`src/rtl/dmem_write_tracer.sv`:
```
// dmem_write_tracer
//   Snoops the CPU data-memory write port and records each qualifying write
//   as {cycle stamp, address, data}. Records are kept in an in-order FIFO and
//   drained through a valid/ready stream.
//
// Ports
//   Clk        single clock, rising edge
//   Reset      synchronous, active-low
//   TrkEn      capture enable (does not gate draining)
//   WrEn       CPU write strobe
//   WrAddr     CPU write address
//   WrData     CPU write data
//   TrkValid   head record available
//   TrkReady   consumer accepts head record
//   TrkStamp   head record cycle stamp (0 when TrkValid = 0)
//   TrkAddr    head record address     (0 when TrkValid = 0)
//   TrkData    head record data        (0 when TrkValid = 0)
//   Count      entries held, 0..DEPTH
//   Overflow   sticky, set when a record was dropped
//   DropCnt    dropped-record count, saturates at 0xFFFF
//   OvfClr     clears Overflow and DropCnt (a same-cycle drop wins)
module dmem_write_tracer #(
  parameter int unsigned DEPTH   = 16,
  parameter int unsigned ADDR_W  = 15,
  parameter int unsigned DATA_W  = 16,
  parameter int unsigned STAMP_W = 32,
  parameter int unsigned LO_ADDR = 0,
  parameter int unsigned HI_ADDR = 24575
) (
  input  logic                     Clk,
  input  logic                     Reset,
  input  logic                     TrkEn,
  input  logic                     WrEn,
  input  logic [ADDR_W-1:0]        WrAddr,
  input  logic [DATA_W-1:0]        WrData,
  output logic                     TrkValid,
  input  logic                     TrkReady,
  output logic [STAMP_W-1:0]       TrkStamp,
  output logic [ADDR_W-1:0]        TrkAddr,
  output logic [DATA_W-1:0]        TrkData,
  output logic [$clog2(DEPTH):0]   Count,
  output logic                     Overflow,
  output logic [15:0]              DropCnt,
  input  logic                     OvfClr
);

  localparam int unsigned PW = $clog2(DEPTH);
  localparam int unsigned CW = PW + 1;
  localparam int unsigned RW = STAMP_W + ADDR_W + DATA_W;

  localparam logic [ADDR_W-1:0] LO = ADDR_W'(LO_ADDR);
  localparam logic [ADDR_W-1:0] HI = ADDR_W'(HI_ADDR);

  logic [RW-1:0]      mem [DEPTH];
  logic [PW-1:0]      wr_ptr;
  logic [PW-1:0]      rd_ptr;
  logic [CW-1:0]      count_q;
  logic [STAMP_W-1:0] stamp_q;
  logic               ovf_q;
  logic [15:0]        drop_q;

  logic [ADDR_W:0]    lo_diff;
  logic [ADDR_W:0]    hi_diff;
  logic               in_win;
  logic               capture;
  logic               full;
  logic               pop;
  logic               push;
  logic               drop;
  logic [RW-1:0]      head;

  // Window test by borrow of an extended subtraction: avoids a constant
  // comparison when LO_ADDR is 0 and stays correct for any bounds.
  assign lo_diff = {1'b0, WrAddr} - {1'b0, LO};
  assign hi_diff = {1'b0, HI} - {1'b0, WrAddr};
  assign in_win  = !lo_diff[ADDR_W] && !hi_diff[ADDR_W];

  assign capture = WrEn & TrkEn & in_win;
  assign full    = (count_q == CW'(DEPTH));
  assign pop     = TrkValid & TrkReady;
  // A full FIFO still accepts a capture when the head leaves in the same
  // cycle: the freed slot is the one being written.
  assign push    = capture & (!full | pop);
  assign drop    = capture & full & !pop;

  // Storage needs no reset; the read side is masked by TrkValid.
  always_ff @(posedge Clk) begin
    if (Reset && push) begin
      mem[wr_ptr] <= {stamp_q, WrAddr, WrData};
    end
  end

  always_ff @(posedge Clk) begin
    if (!Reset) begin
      wr_ptr  <= '0;
      rd_ptr  <= '0;
      count_q <= '0;
      stamp_q <= '0;
      ovf_q   <= 1'b0;
      drop_q  <= '0;
    end else begin
      stamp_q <= stamp_q + STAMP_W'(1);

      if (push) begin
        wr_ptr <= wr_ptr + PW'(1);
      end
      if (pop) begin
        rd_ptr <= rd_ptr + PW'(1);
      end

      unique case ({push, pop})
        2'b10:   count_q <= count_q + CW'(1);
        2'b01:   count_q <= count_q - CW'(1);
        default: count_q <= count_q;
      endcase

      // A drop in the same cycle as a clear restarts the count at one.
      if (drop) begin
        ovf_q <= 1'b1;
        if (OvfClr) begin
          drop_q <= 16'd1;
        end else if (drop_q != 16'hFFFF) begin
          drop_q <= drop_q + 16'd1;
        end
      end else if (OvfClr) begin
        ovf_q  <= 1'b0;
        drop_q <= '0;
      end
    end
  end

  assign head     = mem[rd_ptr];
  assign TrkValid = (count_q != '0);
  assign TrkStamp = TrkValid ? head[RW-1 -: STAMP_W]          : '0;
  assign TrkAddr  = TrkValid ? head[DATA_W +: ADDR_W]         : '0;
  assign TrkData  = TrkValid ? head[DATA_W-1:0]               : '0;
  assign Count    = count_q;
  assign Overflow = ovf_q;
  assign DropCnt  = drop_q;

endmodule

```
`config.mk`:
```
export PLATFORM = sky130hd
export DESIGN_NAME = dmem_write_tracer
export DESIGN_NICKNAME = d
export VERILOG_FILES = /design/src/rtl/dmem_write_tracer.sv
export SDC_FILE = /design/constraint.sdc
export NUM_CORES = 1
export LEC_CHECK = 0
export CAP_MARGIN = 20
export CORE_MARGIN = 3
export CORE_UTILIZATION = 55
export DETAILED_ROUTE_END_ITERATION = 16
export GPL_TIMING_DRIVEN = 0
export HOLD_SLACK_MARGIN = 0.02
export PLACE_DENSITY = 0.7
export SETUP_SLACK_MARGIN = 0.05
export SLEW_MARGIN = 15
export SYNTH_ARGS = -nofsm -noshare
export SYNTH_HDL_FRONTEND = slang
export SYNTH_SLANG_ARGS = --single-unit
```
`constraint.sdc`:
```
create_clock -name Clk -period 5.8 [get_ports Clk]
set_clock_uncertainty 0.05 [all_clocks]
set_input_delay 1.16 -clock Clk [delete_from_list [all_inputs] [get_ports Clk]]
set_output_delay 1.16 -clock Clk [all_outputs]
set_load 0.005 [all_outputs]
```
==> results of run 1 <==
==> cells by family after synthesis <==
kind of cell,count (synthesis)
flip-flops,1074
multiplexers,384
AND/OR/NAND/NOR,188
AO/OA/AOI/OAI,99
buffers and inverters,99
XOR/XNOR,44
adder cells (fa/ha/maj),8
==> final timing paths <==
kind | cells after the start | endpoint | from | slack [ps]
setup / recovery | 7 | TrkStamp[16] | register | 240
hold / removal | 2 | DropCnt[9]$_SDFFE_PN0P_ | DropCnt[9]$_SDFFE_PN0P_ | 460
setup reg to reg | 8 | mem[9][7]$_DFFE_PP_ | Count[0]$_SDFFE_PN0P_ | 2270
hold reg to reg | 2 | DropCnt[9]$_SDFFE_PN0P_ | DropCnt[9]$_SDFFE_PN0P_ | 460
==> sequential cells by signal (all words and copies together) (netlist names), named ones only <==
signal and flops:
mem 1008, stamp_q 32, DropCnt 16, Count 5, rd_ptr 4, wr_ptr 4, Overflow 1
==> area by class of cell <==
type	count	area, µm²
multi-input cells	723	9246
clock buffers	141	2888
fillers	4669	25380
well taps	959	1200
clock inverters	50	369.1
flip-flops and latches	1074	31590
repair buffers	172	2477
diodes	1	2.502
inverters	7	26.28
plain buffers	92	399.1
==> worst reg2reg max path, delay by kind of cell (launching register included) <==
kind,cells,cell delay [ps]
buffers and inverters,4,1100
and+or+nand+nor,3,1070
AOI/OAI and AO/OA,1,490
DFF,1,510
==> report_power, final <==
part,internal [mW],switching [mW]
Sequential,8.46,0.0463
Combinational,1.55,1.59
Clock,3.63,2.86
==> layout by cell type (no fill, tap or decap), types with 34 or more instances in the layout <==
master	instances
buf_16	34
nor2_1	52
clkbuf_16	109
edfxtp_1	1008
dfxtp_1	66
clkdlybuf4s50_1	122
mux4_2	252
mux2i_1	132
o22ai_1	63
clkbuf_1	68
==> layer usage <==
metal,vias to the layer above,share of wire (%)
met2,949,50
li1,8505,-
met1,10810,39
met4,2,2.3
met3,181,8.2
met5,-,0.0094
==> metrics by stage <==
stage / setup TNS (ps) / instance area (µm²)
2_1_floorplan: 0 / 41150
3_3_place_gp: -3263240 / 43570
3_5_place_dp: 0 / 44940
4_1_cts: 0 / 48200
5_1_grt: 0 / 48200
6_report: 0 / 48200
==> summary.md, run 1 <==
| Metric | Value |
|---|---|
| Status | finished clean |
| PortBufs | 122 |
| HPWL after detailed placement | 58.83 mm |
| Largest delay share family, worst path | buffers and inverters |
| Max clock buf depth | 3 |
| First-pass GRT wire length | 142.0 mm |
| Final non-filler cell total | 3219 |
| Max-cap viol count | 0 |
| First drt pass iteration count | 5 |
| Worst-Margin Slew | 1152 ps |
| Post-synth top cells | edfxtp_1 (1008), mux4_2 (252), mux2i_1 (132) |
| Hold-fix buffers, CTS | 0 |
| Crit. End Element | primary output |
| Syn-to-layout area delta | 17.12% |
| # IOs | 123 |
| Fraction of layout cells with a size suffix above 1 | 22.31% |
| Die X | 279.5 µm |
| PD cells | 376.4 nW/µm² |
| DRT Wirelength | 95.82 mm |
| Ranking of synthesized cells by area | edfxtp_1 (74%), mux4_2 (14%), dfxtp_1 (3.2%) |
| Met2 Usage GRT | 41.15% |
| PostCTS Resize Cnt | 0 |
| Final-report setup violation count | 0 |
| Worst skew pair latency | 670 ps |
| DRC viols | 0 |
| Syn_nets | 1941 |
| Core area | 73580 µm² |
| GRT met1 Usage | 34.65% |
| Gpl congestion | 0.7786 |
| Setup Slack @ Placement | 582.8 ps |
| Register area share after synthesis | 76.76% |
| CP Max Fanout | 10 |
| Final worst path period need | 5557 ps |
| Syn_area_per_cell | 21.70 µm² |
| Pin count of the biggest net entering global routing | 33 |
| Post-route setup slack | 243.3 ps |
| Number of buffers created by CTS | 105 |
| Largest family of logic cells by synthesized area | multiplexers |
| Post-synthesis async set-or-reset flop share | 0% |
| Initial DRC Count | 2329 |
| Top-count cell post-synth | edfxtp_1 |
| CP max-delay cell | buf_1 |
| Clk root buf | clkbuf_16 |
| Post-Syn Instances | 1896 |
| Clock slew at reported path FFs | 70 ps |
| Yosys cell types | 51 |
| Setup CP Type | reg2out |
| DRT antenna net count | 0 |
| H-tree depth | 3 |
| Wire per inst | 29.77 µm |
| Nets | 2220 |
| Vias in the first global route | 21.60k |
| CP Cell Sequence | buf_2 > clkbuf_1 > buf_1 > mux4_2 > mux2i_1 > o22ai_1 > clkdlybuf4s50_1 |
| CP required | 4590 ps |
| Initial antenna violation count | 1 |
| Setup repair bufs after CTS | 0 |
| Initial Utilization | 55.93% |
| Relative slew margins | 23.21% |
| Slew Limit Fails | 0 |
| Synth Register Bits | 1074 |
| Main synth FF type | edfxtp_1 |
| Warnings from Yosys | 0 |
| Vias/cell | 6.351 |
| Final Hold Vio Count | 0 |
| Bufs and invs on worst path | 4 |
| CTS tree | yes |
| Arrival @ worst endpoint | 4350 ps |
| Post-synth EDFFs | 1008 |
| Routed vias | 20.44k |
| Gr busiest metal | met2 |
| Final total power | 18.14 mW |
| Worst VDD drop | 0.2680 mV |
| Clk sink count | 1074 |
| Crit start category | register |
| DP Cell Count | 3027 |
| Fin util | 65.51% |
| Die H | 279.5 µm |
| Slowest stage delay, CP | 800 ps |
| Grt ovf | 0 |
| WHS | 458.5 ps |
| Fraction of synthesized area in multiplexers | 17.00% |
| Min-Delay Path Class | reg2reg |
| Simple-gate share of the synthesized area | 2.435% |
| Routing usage on met3 | 4.859% |
| Synthesized cell area | 41150 µm² |
| Share of the synthesized area in the top cell type | 73.55% |
| RSZ-0062 raised after global routing | false |
| Cell accounting for the most synthesized area | edfxtp_1 |
| Compound-Gate Fraction of Synth Area | 1.584% |
| Static leakage | 14.74 nW |
| Die ar. | 78140 µm² |
| Part of the cycle the worst path needs | 95.81% |
| Cell Rows | 99 |
| XOR/XNOR Fraction of Synth Area | 0.9365% |
| Tot GR Track Use | 25.03% |
| Synth Area in Adders | 0.2432% |
| Fmax | 0.1800 GHz |
Note: power is estimated with default switching activity, not from simulation.
==> run 2, diff against run 1 <==
ABC_AREA = 1   (was unset)
==> run 2 against run 1 <==
Net effect:
- power increased by 22%
- fmax increased by 1.2%
- final cell count increased by 42%
- count of clock-buffer cells in the layout decreased by 3
- critical path depth increased by 1
- critical endpoint is now TrkData[9]
- highest routed layer unchanged
==> summary.md, run 2 <==
| Metric | Value |
|---|---|
| Status | finished clean |
| # IOs | 123 (unchanged) |
| Static leakage | 15.77 nW (+7.0%) |
| Cell accounting for the most synthesized area | edfxtp_1 |
| R2R Setup Slk | 2630 ps (+360 ps) |
| Final total power | 22.19 mW (+22%) |
| Vias in the first global route | 29.92k (+39%) |
| Final Hold Vio Count | 0 (unchanged) |
| CP Max Fanout | 10 (unchanged) |
| Die H | 283.8 µm (+1.5%) |
| Arrival @ worst endpoint | 4280 ps (-70 ps) |
| Endpoint, Worst Hold | Overflow$_SDFFE_PN0P_ |
| Slowest stage delay, CP | 760 ps (-40 ps) |
| CP required | 4590 ps (about the same) |
| Wire per inst | 29.54 µm (-0.77%) |
| Initial Utilization | 55.69% (-0.24 points) |
| Top-count cell post-synth | edfxtp_1 |
| R2R cell count | 9 (+1) |
| Core area | 76200 µm² (+3.6%) |
| Warnings from Yosys | 0 (unchanged) |
| Syn_nets | 3232 (+67%) |
| First drt pass iteration count | 7 (+2) |
| Routed vias | 30.27k (+48%) |
| Final-report setup violation count | 0 (unchanged) |
| Slew Limit Fails | 0 (unchanged) |
| Post-synth EDFFs | 1008 (unchanged) |
| Syn-to-layout area delta | 17.27% |
| Post-synth top cells | edfxtp_1 (1008), nor2_1 (569), o21ai_0 (518) |
| Fin util | 65.30% (-0.21 points) |
| Share of the synthesized area in the top cell type | 71.33% (-2.2 points) |
| Grt ovf | 0 (unchanged) |
| Reg-to-Reg Start | Count[2]$_SDFFE_PN0P_ |
| Setup TNS | 0 ps (unchanged) |
| DRC viols | 0 (unchanged) |
| DP Cell Count | 4389 (+45%) |
| Tot GR Track Use | 33.00% (+8.0 points) |
| PostCTS Resize Cnt | 0 (unchanged) |
| Synthesized cell area | 42430 µm² (+3.1%) |
| Worst VDD drop | 0.2890 mV (+7.8%) |
| Final worst path period need | 5492 ps (-65.01 ps) |
| Clock slew at reported path FFs | 60 ps (about the same) |
| CP Cell Sequence | buf_2 > buf_2 > clkbuf_1 > o21ai_0 > o22ai_1 > o211ai_1 > a21oi_1 > clkdlybuf4s50_1 |
| Worst R2R End | mem[7][7]$_DFFE_PP_ |
| Number of buffers created by CTS | 106 (+0.95%) |
| Main synth FF type | edfxtp_1 |
| Part of the cycle the worst path needs | 94.68% (-1.1 points) |
| Vias/cell | 6.598 (+3.9%) |
| H-tree depth | 3 (unchanged) |
| Crit. End Element | primary output |
| DRT antenna net count | 0 (unchanged) |
| Hold-fix buffers, CTS | 0 (unchanged) |
| HP Start | Overflow$_SDFFE_PN0P_ |
| PD cells | 446.0 nW/µm² (+19%) |
| Worst-Margin Slew | 1205 ps (+53.28 ps) |
| Die ar. | 80520 µm² (+3.0%) |
| Gpl congestion | 0.8610 (+11%) |
| Fmax | 0.1821 GHz (+1.2%) |
| Biggest register | mem |
| Max FFs per register | 1008 (unchanged) |
| Nets | 3512 (+58%) |
| Min-Delay Path Class | reg2reg |
| Most common cell after layout, fill and taps aside | edfxtp_1 |
| Die X | 283.8 µm (+1.5%) |
| Cell Rows | 101 (+2.0%) |
| Initial DRC Count | 5061 (+120%) |
| Placed cell areas | 46230 µm² (+2.9%) |
| Final non-filler cell total | 4587 (+42%) |
| Ranking of synthesized cells by area | edfxtp_1 (71%), o21ai_0 (6.1%), nor2_1 (5.0%) |
| Ant diodes | 0 (-1) |
| DRT Wirelength | 135.5 mm (+41%) |
| Setup Slack @ Placement | 418.8 ps (-164.0 ps) |
| PortBufs | 121 (-0.82%) |
| RSZ-0062 raised after global routing | false |
| Pin count of the biggest net entering global routing | 23 (-30%) |
| Yosys cell types | 48 (-5.9%) |
| Fraction of layout cells with a size suffix above 1 | 9.727% (-13 points) |
| Post-Syn Instances | 3187 (+68%) |
| Post-route setup slack | 308.3 ps (+65.01 ps) |
| Worst skew pair latency | 670 ps (about the same) |
| Crit start category | register |
| Max clock buf depth | 3 (unchanged) |
| Setup CP Type | reg2out |
| Clk sink count | 1074 (unchanged) |
| Max-cap viol count | 0 (unchanged) |
| WHS | 436.5 ps (-21.95 ps) |
| Most frequent cells in the layout | edfxtp_1 (1008), nor2_1 (553), o21ai_0 (518) |
| Clk root buf | clkbuf_16 |
| Setup repair bufs after CTS | 0 (unchanged) |
| HPWL after detailed placement | 87.98 mm (+50%) |
| Relative slew margins | 19.66% (-3.6 points) |
| Post-synthesis async set-or-reset flop share | 0% (unchanged) |
| Register area share after synthesis | 74.45% (-2.3 points) |
| CP max-delay cell | clkbuf_1 |
| CP most frequent cell | buf_2 |
| Syn_area_per_cell | 13.31 µm² (-39%) |
| Synth Register Bits | 1074 (unchanged) |
| Post-route cell area | 49760 µm² (+3.2%) |
| Worst Hold Path Cells | 2 (unchanged) |
| CTS tree | yes |
| First-pass GRT wire length | 194.7 mm (+37%) |
| Initial antenna violation count | 3 (+2) |
==> run 2: cell count changes in the layout (fill, tap and decap cells not counted), sizes merged, moves of 60 or more <==
cell	previous run	this run
a21oi	13	101
o21ai	6	524
inv	15	75
mux4	252	0
o221ai	0	184
nand2	31	108
clkbuf	181	292
o211ai	0	70
nor2	64	579
mux2i	132	0
nand3	15	98
==> run 2: where the power goes <==
part / internal, mW / switching [mW]
combinational: 2.02 / 4.64
sequential: 8.47 / 0.0580
clock: 4.09 / 2.90
total: 14.6 / 7.60
==> run 2: worst max path at each step <==
| stage | to | startpoint | cells after the start |
|---|---|---|---|
| after CTS | TrkStamp[19] | register | 6 |
| final | TrkData[9] | register | 8 |
| after global routing | TrkStamp[11] | register | 8 |
| after floorplan | mem[11][0]$_DFFE_PP_ | WrAddr[14] | 5 |
| after detailed placement | mem[7][7]$_DFFE_PP_ | WrAddr[13] | 9 |
| after global placement | mem[11][10]$_DFFE_PP_ | WrAddr[13] | 6 |
==> run 2: critical path, delay by kind of cell, from the launching register on <==
kind	cells	cell delay (ps)
AO/OA/AOI/OAI	4	920
buffers and inverters	4	2330
flip-flops	1	320
==> run 2: area by class of cell <==
type	instances	area [µm²]
plain buffers	221	930.9
clock buffers	138	2899
clock inverters	60	631.9
fillers	5300	26440
inverters	72	271.5
multi-input cells	1820	9763
flip-flops and latches	1074	31590
well taps	1030	1289
repair buffers	172	2385
==> run 2: cells by family (layout without fill, tap and decap cells) <==
logic type / after synthesis / after routing / share of synthesized area (%)
AO/OA/AOI/OAI: 954 / 954 / 13.63
XOR/XNOR: 12 / 12 / 0.2477
adder cells (fa/ha/maj): 8 / 8 / 0.2359
buffers and inverters: 293 / 663 / 2.828
flip-flops: 1074 / 1074 / 74.45
AND/OR/NAND/NOR: 846 / 846 / 8.610
==> run 2: routing by layer <==
layer  vias up  GRT usage, %  wire length, µm
met4         2         16.00             6677
li1      12660             -                -
met1     14820         43.17            47670
met2      2358         52.58            63540
met5         -             0                7
met3       429         7.622            17600
==> run 3, diff against run 2 <==
ABC_AREA = unset   (was 1)
clock period = 5.86 ns   (was 5.8 ns; I/O delays follow)
==> results of run 3 <==
Same layout as run 1 (identical final DEF). Status: finished clean.
Among the figures that moved: setup slack after placement 582.8 ps -> 630.8 ps; setup slack after layout 243.3 ps -> 291.3 ps; register-to-register setup slack 2270 ps -> 2330 ps; total power 18.14 mW -> 17.95 mW; worst IR drop on VDD 0.2680 mV -> 0.2653 mV
